$ cat config.mk
export PLATFORM = sky130hd
export DESIGN_NAME = au_op_sequencer_flat
export DESIGN_NICKNAME = d
export VERILOG_FILES = /design/src/rtl/au_op_sequencer_pkg.sv /design/src/rtl/au_op_sequencer_if.sv /design/src/rtl/au_op_sequencer_lat_counter.sv /design/src/rtl/au_op_sequencer.sv /design/src/flat_wrapper.sv
export SDC_FILE = /design/constraint.sdc
export NUM_CORES = 1
export LEC_CHECK = 0
export CORE_MARGIN = 2
export CORE_UTILIZATION = 46
export CTS_CLUSTER_SIZE = 10
export DETAILED_ROUTE_END_ITERATION = 8
export PLACE_DENSITY = 0.86
export SLEW_MARGIN = 20
export SYNTH_ARGS = -nofsm -noshare
export SYNTH_HDL_FRONTEND = slang
export SYNTH_HIERARCHICAL = 1
export SYNTH_SLANG_ARGS = --single-unit
$ cat constraint.sdc
create_clock -name clk -period 5.3 [get_ports clk]
set_clock_uncertainty 0.15 [all_clocks]
set_input_delay 0.795 -clock clk [delete_from_list [all_inputs] [get_ports clk]]
set_output_delay 0.795 -clock clk [all_outputs]
set_load 0.02 [all_outputs]
$ cat src/rtl/au_op_sequencer_pkg.sv
// Shared types and constants for the arithmetic-unit operation sequencer.
package au_seq_pkg;

    typedef enum logic [1:0] {
        OP_ADD  = 2'b00,
        OP_SUB  = 2'b01,
        OP_MULT = 2'b10,
        OP_DIV  = 2'b11
    } op_t;

    typedef enum logic [1:0] {
        IDLE = 2'd0,
        WAIT = 2'd1,
        RESP = 2'd2
    } state_t;

    localparam logic [31:0] DZ_QUOTIENT = 32'hFFFF_FFFF;

    function automatic logic is_zero(input logic [31:0] hi, input logic [31:0] lo);
        return ~|{hi, lo};
    endfunction

endpackage

$ cat src/rtl/au_op_sequencer_if.sv
// Command, AU and response signals of the sequencer; slave = sequencer side.
interface au_op_sequencer_if;
    logic        cmd_valid;
    logic        cmd_ready;
    logic [1:0]  cmd_op;
    logic [31:0] cmd_a;
    logic [31:0] cmd_b;
    logic [31:0] au_a;
    logic [31:0] au_b;
    logic [1:0]  au_op;
    logic [31:0] au_s;
    logic [31:0] au_hi;
    logic [31:0] au_lo;
    logic        rsp_valid;
    logic        rsp_ready;
    logic [1:0]  rsp_op;
    logic [31:0] rsp_hi;
    logic [31:0] rsp_lo;
    logic        rsp_zero;
    logic        rsp_dz;
    logic        busy;

    modport slave (
        input  cmd_valid, cmd_op, cmd_a, cmd_b, au_s, au_hi, au_lo, rsp_ready,
        output cmd_ready, au_a, au_b, au_op, rsp_valid, rsp_op, rsp_hi, rsp_lo,
               rsp_zero, rsp_dz, busy
    );

    modport master (
        output cmd_valid, cmd_op, cmd_a, cmd_b, au_s, au_hi, au_lo, rsp_ready,
        input  cmd_ready, au_a, au_b, au_op, rsp_valid, rsp_op, rsp_hi, rsp_lo,
               rsp_zero, rsp_dz, busy
    );
endinterface

$ cat src/rtl/au_op_sequencer_lat_counter.sv
// Loadable down-counter; tc is high while the count is 1 (last wait cycle).
module au_lat_counter #(
    parameter int CNT_W = 6
) (
    input  logic             clk,
    input  logic             rst_n,
    input  logic             load,
    input  logic [CNT_W-1:0] load_val,
    output logic             tc
);
    logic [CNT_W-1:0] cnt_q, cnt_d;

    always_comb begin
        cnt_d = cnt_q;
        if (load)
            cnt_d = load_val;
        else if (cnt_q != '0)
            cnt_d = cnt_q - 1'b1;
    end

    always_ff @(posedge clk or negedge rst_n) begin
        if (!rst_n) cnt_q <= '0;
        else        cnt_q <= cnt_d;
    end

    assign tc = (cnt_q == CNT_W'(1));
endmodule

$ cat src/rtl/au_op_sequencer.sv
// Issues one op to the AU, holds operands for the fixed op latency, returns one response.
module au_op_sequencer
    import au_seq_pkg::*;
#(
    parameter int ADDSUB_LAT = 1,
    parameter int MULDIV_LAT = 33,
    parameter int CNT_W      = 6
) (
    input logic             clk,
    input logic             rst_n,
    au_op_sequencer_if.slave bus
);
    localparam logic [CNT_W-1:0] ADDSUB_CNT = CNT_W'(ADDSUB_LAT);
    localparam logic [CNT_W-1:0] MULDIV_CNT = CNT_W'(MULDIV_LAT);

    state_t      state_q, state_d;
    logic [31:0] au_a_q, au_a_d, au_b_q, au_b_d;
    logic [1:0]  au_op_q, au_op_d, rsp_op_q, rsp_op_d;
    logic [31:0] rsp_hi_q, rsp_hi_d, rsp_lo_q, rsp_lo_d;
    logic        rsp_zero_q, rsp_zero_d, rsp_dz_q, rsp_dz_d;
    logic        cnt_load, cnt_tc;
    logic [CNT_W-1:0] cnt_val;
    logic [31:0] cap_hi, cap_lo;

    au_lat_counter #(.CNT_W(CNT_W)) u_lat_cnt (
        .clk      (clk),
        .rst_n    (rst_n),
        .load     (cnt_load),
        .load_val (cnt_val),
        .tc       (cnt_tc)
    );

    // ADD/SUB return only s; MULT/DIV return the full hi/lo pair.
    assign cap_hi  = au_op_q[1] ? bus.au_hi : 32'd0;
    assign cap_lo  = au_op_q[1] ? bus.au_lo : bus.au_s;
    assign cnt_val = bus.cmd_op[1] ? MULDIV_CNT : ADDSUB_CNT;

    always_comb begin
        state_d    = state_q;
        au_a_d     = au_a_q;
        au_b_d     = au_b_q;
        au_op_d    = au_op_q;
        rsp_op_d   = rsp_op_q;
        rsp_hi_d   = rsp_hi_q;
        rsp_lo_d   = rsp_lo_q;
        rsp_zero_d = rsp_zero_q;
        rsp_dz_d   = rsp_dz_q;
        cnt_load   = 1'b0;
        case (state_q)
            IDLE: if (bus.cmd_valid) begin
                au_a_d  = bus.cmd_a;
                au_b_d  = bus.cmd_b;
                au_op_d = bus.cmd_op;
                // Divide-by-zero is answered locally without waiting on the AU.
                if (bus.cmd_op == OP_DIV && bus.cmd_b == 32'd0) begin
                    rsp_op_d   = OP_DIV;
                    rsp_hi_d   = bus.cmd_a;
                    rsp_lo_d   = DZ_QUOTIENT;
                    rsp_zero_d = 1'b0;
                    rsp_dz_d   = 1'b1;
                    state_d    = RESP;
                end else begin
                    cnt_load = 1'b1;
                    state_d  = WAIT;
                end
            end
            WAIT: if (cnt_tc) begin
                rsp_op_d   = au_op_q;
                rsp_hi_d   = cap_hi;
                rsp_lo_d   = cap_lo;
                rsp_zero_d = is_zero(cap_hi, cap_lo);
                rsp_dz_d   = 1'b0;
                state_d    = RESP;
            end
            RESP: if (bus.rsp_ready) state_d = IDLE;
            default: state_d = IDLE;
        endcase
    end

    always_ff @(posedge clk or negedge rst_n) begin
        if (!rst_n) begin
            state_q    <= IDLE;
            au_a_q     <= '0;
            au_b_q     <= '0;
            au_op_q    <= '0;
            rsp_op_q   <= '0;
            rsp_hi_q   <= '0;
            rsp_lo_q   <= '0;
            rsp_zero_q <= 1'b0;
            rsp_dz_q   <= 1'b0;
        end else begin
            state_q    <= state_d;
            au_a_q     <= au_a_d;
            au_b_q     <= au_b_d;
            au_op_q    <= au_op_d;
            rsp_op_q   <= rsp_op_d;
            rsp_hi_q   <= rsp_hi_d;
            rsp_lo_q   <= rsp_lo_d;
            rsp_zero_q <= rsp_zero_d;
            rsp_dz_q   <= rsp_dz_d;
        end
    end

    assign bus.cmd_ready = (state_q == IDLE);
    assign bus.busy      = (state_q != IDLE);
    assign bus.rsp_valid = (state_q == RESP);
    assign bus.au_a      = au_a_q;
    assign bus.au_b      = au_b_q;
    assign bus.au_op     = au_op_q;
    assign bus.rsp_op    = rsp_op_q;
    assign bus.rsp_hi    = rsp_hi_q;
    assign bus.rsp_lo    = rsp_lo_q;
    assign bus.rsp_zero  = rsp_zero_q;
    assign bus.rsp_dz    = rsp_dz_q;
endmodule

$ cat src/flat_wrapper.sv
// flat-port wrapper written by rule: the top's interface ports become plain ports
module au_op_sequencer_flat import au_seq_pkg::*;
#(
    parameter int ADDSUB_LAT = 1,
    parameter int MULDIV_LAT = 33,
    parameter int CNT_W      = 6
)
  (clk, rst_n, bus_cmd_valid, bus_cmd_op, bus_cmd_a, bus_cmd_b, bus_au_s, bus_au_hi, bus_au_lo, bus_rsp_ready, bus_cmd_ready, bus_au_a, bus_au_b, bus_au_op, bus_rsp_valid, bus_rsp_op, bus_rsp_hi, bus_rsp_lo, bus_rsp_zero, bus_rsp_dz, bus_busy);
  au_op_sequencer_if bus_i ();
  input logic clk;
  input logic rst_n;
  input wire logic [$bits(bus_i.cmd_valid)-1:0] bus_cmd_valid;
  input wire logic [$bits(bus_i.cmd_op)-1:0] bus_cmd_op;
  input wire logic [$bits(bus_i.cmd_a)-1:0] bus_cmd_a;
  input wire logic [$bits(bus_i.cmd_b)-1:0] bus_cmd_b;
  input wire logic [$bits(bus_i.au_s)-1:0] bus_au_s;
  input wire logic [$bits(bus_i.au_hi)-1:0] bus_au_hi;
  input wire logic [$bits(bus_i.au_lo)-1:0] bus_au_lo;
  input wire logic [$bits(bus_i.rsp_ready)-1:0] bus_rsp_ready;
  output wire logic [$bits(bus_i.cmd_ready)-1:0] bus_cmd_ready;
  output wire logic [$bits(bus_i.au_a)-1:0] bus_au_a;
  output wire logic [$bits(bus_i.au_b)-1:0] bus_au_b;
  output wire logic [$bits(bus_i.au_op)-1:0] bus_au_op;
  output wire logic [$bits(bus_i.rsp_valid)-1:0] bus_rsp_valid;
  output wire logic [$bits(bus_i.rsp_op)-1:0] bus_rsp_op;
  output wire logic [$bits(bus_i.rsp_hi)-1:0] bus_rsp_hi;
  output wire logic [$bits(bus_i.rsp_lo)-1:0] bus_rsp_lo;
  output wire logic [$bits(bus_i.rsp_zero)-1:0] bus_rsp_zero;
  output wire logic [$bits(bus_i.rsp_dz)-1:0] bus_rsp_dz;
  output wire logic [$bits(bus_i.busy)-1:0] bus_busy;
  assign bus_i.cmd_valid = bus_cmd_valid;
  assign bus_i.cmd_op = bus_cmd_op;
  assign bus_i.cmd_a = bus_cmd_a;
  assign bus_i.cmd_b = bus_cmd_b;
  assign bus_i.au_s = bus_au_s;
  assign bus_i.au_hi = bus_au_hi;
  assign bus_i.au_lo = bus_au_lo;
  assign bus_i.rsp_ready = bus_rsp_ready;
  assign bus_cmd_ready = bus_i.cmd_ready;
  assign bus_au_a = bus_i.au_a;
  assign bus_au_b = bus_i.au_b;
  assign bus_au_op = bus_i.au_op;
  assign bus_rsp_valid = bus_i.rsp_valid;
  assign bus_rsp_op = bus_i.rsp_op;
  assign bus_rsp_hi = bus_i.rsp_hi;
  assign bus_rsp_lo = bus_i.rsp_lo;
  assign bus_rsp_zero = bus_i.rsp_zero;
  assign bus_rsp_dz = bus_i.rsp_dz;
  assign bus_busy = bus_i.busy;
  au_op_sequencer #(.ADDSUB_LAT(ADDSUB_LAT), .MULDIV_LAT(MULDIV_LAT), .CNT_W(CNT_W)) u_core (.clk(clk), .rst_n(rst_n), .bus(bus_i));
endmodule
== After elaboration in Yosys (flattened, before gate mapping) ==
Cells that the tools add are included.

* Register bits: 142
* Latch bits: 0
* RAM bits: 0
* Memory bits (read-only): 0
* Input bits: 166
* Output and inout port bits: 137
* Memories kept: 0

* Add/subtract/negate cells: 1
* $mul: 0
* Divide/modulo/power cells: 0
* $lt $le $gt $ge: 0
* Equality and inequality tests: 8
* Shift-type cells: 0
* Muxes and demuxes: 33
* Bitwise gates (word level): 0
* Reduce and logical (&&, ||, !) cells: 12

{| class="wikitable"
|+ Operators with widths
! kind !! count
|-
| 32-bit two-way mux || 8
|-
| 32-bit case mux with 2 select lines || 2
|-
| 64-bit OR reduction || 1
|-
| 32-bit logical NOT || 1
|-
| 6-bit two-way mux || 3
|-
| 2-bit two-way mux || 7
|-
| 1-bit two-way mux || 9
|-
| 6-bit by 1-bit == test with 1-bit output, second input constant || 1
|-
| 2-bit case mux with 3 select lines || 1
|-
| 2-bit nonzero test || 3
|-
| 6-bit nonzero test || 1
|-
| 6-bit by 1-bit subtractor with 6-bit output, second input constant || 1
|-
| 2-bit == test, second input constant || 2
|-
| 2-bit by 1-bit inequality test with 1-bit output, second input constant || 2
|-
| 2-bit inequality test, second input constant || 2
|-
| 1-bit case mux with 2 select lines || 2
|-
| 2-bit case mux with 2 select lines || 1
|-
| 4-bit AND reduction || 1
|-
| 3-bit AND reduction || 1
|-
| 2-bit by 1-bit == test with 1-bit output, second input constant || 1
|-
| 2-bit logical NOT || 1
|-
| 2-bit AND reduction || 1
|-
| 1-bit logical AND || 1
|-
| 1-bit logical NOT || 1
|}

== Logic depth before layout (Yosys ltp) ==
* Word-level depth: 6
* Gate-level depth with buffers: 8

== Modules after synthesis ==
The synthesis kept the hierarchy.

{| class="wikitable"
|+ Modules (own cells, without submodules)
! module !! instances !! cells an instance !! area an instance (µm²)
|-
| au_op_sequencer || 1 || 676 || 6,378.6
|-
| au_lat_counter || 1 || 43 || 382.9
|}

== Worst setup path after synthesis ==
No wires, ideal clock.

* Path kind: input to register
* Start: input port bus_cmd_b[4]
* End: register u_core.rsp_hi_q[15], in the netlist u_core/bus.rsp_hi[15]
* Setup time: 125 ps
* Arrival: 2,228 ps
* Data required time: 5,025 ps
* Setup slack: 2,797 ps
* Stages on the path: 7
* Path buffers: 2
* Cells stage by stage: nor4_1 -> nand2_1 -> nor4_4 -> a22oi_2 -> buf_6 -> buf_6 -> mux2_4

* Longest elaborated chain between the ends: 4

{| class="wikitable"
|+ RTL lines
! item !! RTL line !! source
|-
| start: declaration || flat_wrapper.sv:15 || <nowiki>input wire logic [$bits(bus_i.cmd_b)-1:0] bus_cmd_b;</nowiki>
|-
| 32-bit logical NOT || au_op_sequencer.sv:55 || <nowiki>if (bus.cmd_op == OP_DIV && bus.cmd_b == 32'd0) begin</nowiki>
|-
| 1-bit logical AND || au_op_sequencer.sv:55 ||
|-
| 2-bit by 1-bit inequality test with 1-bit output (no source line) || n/a ||
|-
| 4-bit AND reduction (no source line) || n/a ||
|-
| end signal: assignment || au_op_sequencer.sv:97 || <nowiki>rsp_hi_q <= rsp_hi_d;</nowiki>
|-
| end: declaration || au_op_sequencer.sv:19 || <nowiki>logic [31:0] rsp_hi_q, rsp_hi_d, rsp_lo_q, rsp_lo_d;</nowiki>
|}

No other way between the ends.
A chain may end at the register's enable or synchronous reset.

== Worst setup path after layout ==
* Start: input port bus_cmd_valid
* End: register u_core.rsp_hi_q[31], in the netlist u_core/bus.rsp_hi[31]

* Longest elaborated chain between the ends: 2

{| class="wikitable"
|+ RTL lines
! item !! RTL line !! source
|-
| start: declaration || flat_wrapper.sv:12 || <nowiki>input wire logic [$bits(bus_i.cmd_valid)-1:0] bus_cmd_valid;</nowiki>
|-
| 2-bit inequality test (no source line) || n/a ||
|-
| 4-bit AND reduction (no source line) || n/a ||
|}

No other way between the ends.

==> results.md <==
- The CTS tree is built.
- The detailed-route DRC error count is 0.
- The maximum number of pins on one net before global-route repair is 95.
- The initial antenna violation count is 0.
- The worst setup path is captured at a flip-flop.
- The clock insertion delay at the later pin of the skew report is 0.41 ns.
- The area added between synthesis and finish is 55.0%.
- The post-synthesis sequential element count is 142.
- At the pin with the least slew margin, the transition time is 0.884 ns.
- In this run the power spent charging and discharging nets is 2.29 mW.
- Prior to clock tree synthesis, the placed netlist has a worst setup slack of 2.00 ns.
- The routed layout has about 6.3k vias.
- Summing all multi-input logic gate instances after layout gives between 3000 and 4000 µm².
- The number of clock sinks is 142.
- The slowest stage of the critical path is the sky130_fd_sc_hd__buf_4 cell.
- The tightest min-delay check is of the primary input to asynchronous set/reset pin type.
- In this run, flip-flops and latches consume 31.9% of the power.
- The minimum clock period after layout is 2.88 ns.
- The final cycle utilization of the critical path is 54.4%.
- The layout has 1075 filler cells.
- The final layout contains 1175 nets.
- The number of input and output port buffers inserted is 302.
- The average instance area after synthesis is about 9.4 µm².
- In this run, post-CTS hold repair placed 0 buffers.
- After clock tree synthesis, the clock-pin slew on the worst setup and hold paths is 0.06 ns.
- The final RePlAce weighted congestion is 0.870.
- In the layout the commonest cells are 302 x sky130_fd_sc_hd__nand2_1, 301 x sky130_fd_sc_hd__clkdlybuf4s50_1, 141 x sky130_fd_sc_hd__dfrtp_1, 55 x sky130_fd_sc_hd__mux2_2, 36 x sky130_fd_sc_hd__nand3_1.
- For this run, the detailed router's first-pass iteration total came to 5.
- After clock tree synthesis, the setup repair step added 0 buffers.
- The maximum clock insertion buffer count is 2.
- The flow ran to the end, and the final reports show no timing, DRC or antenna violations.
- The areal power density over the cells is 571 nW/µm².
- The first-pass GRT wire length is 33300 µm.
- The die is 125 µm tall.
- At the end of the flow the core is filled with cells to approximately 73%.
- In this run the number of H-tree levels came out at 4.
- The routed design has 21100 µm of wire.
- The portion of total power attributed to the clock network is 19.3%.
- The max-slew violation count came to 0.
- The reg2reg setup slack is 2.63 ns.
- Along the worst path, the maximum fanout reaches 67.
- The die area is between 15000 and 20000 µm².
- Once the floorplan was initialized, standard cells occupied 46.9% of the core.
- The data arrival time at the worst-slack endpoint is 3.03 ns.
- The critical path goes through clkdlybuf4s50_1, and2_2, buf_4, a22oi_2, buf_4, mux2_2.
- The analysis attributes to cell leakage a power of 4.96 nW.
- Row generation in the floorplan step produced between 40 and 50 rows.
- The via count of the first global-routing pass came to 6356.
- The TritonCTS buffer count is 17.
- The area of the core is 14400 µm².
- Once detail routing completed, the nets flagged for antenna violations numbered 0.
- The leading cell type in the layout, fill and taps excluded is sky130_fd_sc_hd__nand2_1.
- The kind of start point of the critical path is a primary input.
- The clock tree root driver cell is sky130_fd_sc_hd__clkbuf_16.
- The critical path data required time is 5.44 ns.
- The worst path setup slack after routing is 2.42 ns.
- The maximum vdd drop is 0.283 mV.
- Setup repair after global routing left no endpoint under its margin.
- Synthesis handed over a netlist of 719 instances.
- Global routing used 27.1% of the available tracks across all layers.
- The number of top-level design ports is 303.
- Yosys printed 6 warnings.
- In the final layout, the share of cells above drive strength 1 is roughly a tenth.
- The combined flip-flop and latch cell area is 3560 µm².
- Grouping stages by cell kind, the critical path spends the most delay in buffers and inverters.
- The proportion of power drawn by combinational gates is 48.8%.
- The delay of the slowest critical-path stage is 0.53 ns.
- The sum of net half-perimeters after detailed placement is 15500 µm.
- The final number of hold-violating endpoints is 0.
- The setup TNS after final layout is 0 ns.
- The number of setup violations in the final report is 0.
- Summed over all layers, the global routing overflow is 0.
- The critical path is of the primary input to flip-flop type.
- Cell internal power was estimated by the tool at about 3.7 mW.
- The routed via count divided by cell count is approximately 5.2.
- The number of antenna diodes in the final layout is 0.
- The worst slew slack as a fraction of its limit is 41.0%.
- Dividing the detail-routed wire length by the instance count gives 17.5 µm.
- The post-synthesis instance area is 6760 µm².
- The number of gates given a new drive strength after cts is 0.
- In this run switching power makes up 38.2% of total power.
- The worst path buffer plus inverter count is 3.
- The share of the Yosys chip area taken by registers is 52.6%.
- The first routing iteration left 403 violations.
- Among the stages of the critical path, the cell type that occurs most often is sky130_fd_sc_hd__buf_4.
- Static timing analysis puts the maximum clock frequency at 347 MHz.
- Counting distinct cell types in the post-synthesis netlist gives 37.
- The die is 125 µm wide.
- The number of max-capacitance violations reported is 0.
-- metal layers --
layer | global-route usage (%) | routed length (µm) | up-vias | share of wire, %
li1 | - | - | 2959 | -
met1 | 33.1 | 8520 | 3035 | 40
met2 | 44.6 | 10300 | 268 | 49
met3 | 7.53 | 1500 | 53 | 7.1
met4 | 12.9 | 842 | 0 | 4.0
met5 | 0 | 0 | - | 0
-- registers in the layout, summed over array words and instances (netlist names) --
name / flops
u_core/bus.rsp_lo: 32
u_core/bus.au_op: 2
u_core/bus.rsp_op: 2
u_core/bus.rsp_zero: 1
u_core/bus.rsp_hi: 32
u_core/bus.au_a: 32
u_core/bus.au_b: 32
u_core/state_q: 2
u_core/u_lat_cnt/cnt_q: 6
u_core/bus.rsp_dz: 1
-- cells by family after synthesis --
logic type / synth area share [%]
AOI/OAI and AO/OA: 1.96
buffers and inverters: 3.28
muxes: 16.3
other: 0.111
xor gates and xnor gates: 0.130
DFF: 52.6
adders and majority gates: 0.370
and+or+nand+nor: 25.3
-- cells in the mapped netlist --
| library cell | number | share of area (%) |
|---|---|---|
| sky130_fd_sc_hd__mux2i_1 | 33 | 4.9 |
| sky130_fd_sc_hd__nand2_1 | 303 | 17 |
| sky130_fd_sc_hd__ha_1 | 2 | 0.37 |
| sky130_fd_sc_hd__mux2_4 | 10 | 2.2 |
| sky130_fd_sc_hd__nand4_1 | 4 | 0.37 |
| sky130_fd_sc_hd__o21ai_0 | 4 | 0.30 |
| sky130_fd_sc_hd__buf_2 | 6 | 0.44 |
| sky130_fd_sc_hd__buf_1 | 4 | 0.22 |
| sky130_fd_sc_hd__a22oi_1 | 1 | 0.11 |
| sky130_fd_sc_hd__nor4b_1 | 2 | 0.26 |
| sky130_fd_sc_hd__o31a_1 | 1 | 0.13 |
| sky130_fd_sc_hd__a21oi_1 | 2 | 0.15 |
| sky130_fd_sc_hd__o22ai_1 | 2 | 0.19 |
| sky130_fd_sc_hd__clkbuf_1 | 30 | 1.7 |
| sky130_fd_sc_hd__o31ai_1 | 3 | 0.33 |
| sky130_fd_sc_hd__a22oi_2 | 1 | 0.19 |
| sky130_fd_sc_hd__nor3_1 | 6 | 0.44 |
| sky130_fd_sc_hd__inv_1 | 8 | 0.44 |
| sky130_fd_sc_hd__nand2b_1 | 4 | 0.37 |
| sky130_fd_sc_hd__mux2_2 | 55 | 9.2 |
| sky130_fd_sc_hd__a21boi_0 | 1 | 0.11 |
| sky130_fd_sc_hd__or4b_1 | 1 | 0.15 |
| sky130_fd_sc_hd__dfrtp_1 | 142 | 53 |
| sky130_fd_sc_hd__conb_1 | 2 | 0.11 |
| sky130_fd_sc_hd__nand3_1 | 36 | 2.7 |
| sky130_fd_sc_hd__buf_6 | 3 | 0.50 |
| sky130_fd_sc_hd__o211a_1 | 1 | 0.15 |
| sky130_fd_sc_hd__nor3b_1 | 2 | 0.22 |
| sky130_fd_sc_hd__nor2b_1 | 4 | 0.37 |
| sky130_fd_sc_hd__a31oi_1 | 1 | 0.093 |
| sky130_fd_sc_hd__nor4_4 | 1 | 0.31 |
| sky130_fd_sc_hd__and2_1 | 1 | 0.093 |
| sky130_fd_sc_hd__xnor2_1 | 1 | 0.13 |
| sky130_fd_sc_hd__o21a_1 | 2 | 0.22 |
| sky130_fd_sc_hd__nor4_1 | 27 | 2.5 |
| sky130_fd_sc_hd__or3_1 | 1 | 0.093 |
| sky130_fd_sc_hd__nor2_1 | 12 | 0.67 |
-- power groups by stage --
stage / Clock (mW) / Sequential [mW] / Combinational (mW)
finish: 1.15 / 1.91 / 2.92
global route: 1.23 / 1.98 / 3.11
CTS: 1.18 / 1.91 / 2.94
detailed placement: 0 / 1.92 / 2.92
global placement: 0 / 1.90 / 2.87
floorplan: 0 / 2.41 / 1.02
-- area by class of cell --
class                   instances  area share (%)
clock buffers                  27            4.99
clock inverters                 5           0.501
inverters                       8           0.286
multi-input cells             529            28.7
flip-flops and latches        142            33.9
well taps                     184            2.20
repair buffers                309            29.4
-- path summary, 6_finish.rpt --
kind | startpoint | endpoint | cells after the start
hold / removal | rst_n | u_core/bus.au_b[12] | 1
max in group asynchronous | rst_n | u_core/bus.au_a[15] | 2
hold reg to reg | u_core/bus.au_a[24] | u_core/bus.au_a[24] | 2
min in group clk | u_core/bus.au_a[24] | u_core/bus.au_a[24] | 2
setup reg to reg | u_core/state_q[1] | u_core/bus.rsp_hi[31] | 6
setup / recovery | bus_cmd_valid | u_core/bus.rsp_hi[31] | 6
-- through the flow --
step	std cells	area (µm²)	power, mW	hold slack, ns
2_1_floorplan	722	6770	3.42	0.349
3_3_place_gp	1172	9910	4.77	0.306
3_5_place_dp	1172	9910	4.84	0.312
4_1_cts	1204	10500	6.02	0.326
5_1_grt	1204	10500	6.32	0.349
6_report	1204	10500	5.99	0.294
Power figures use the tool's default switching activity.
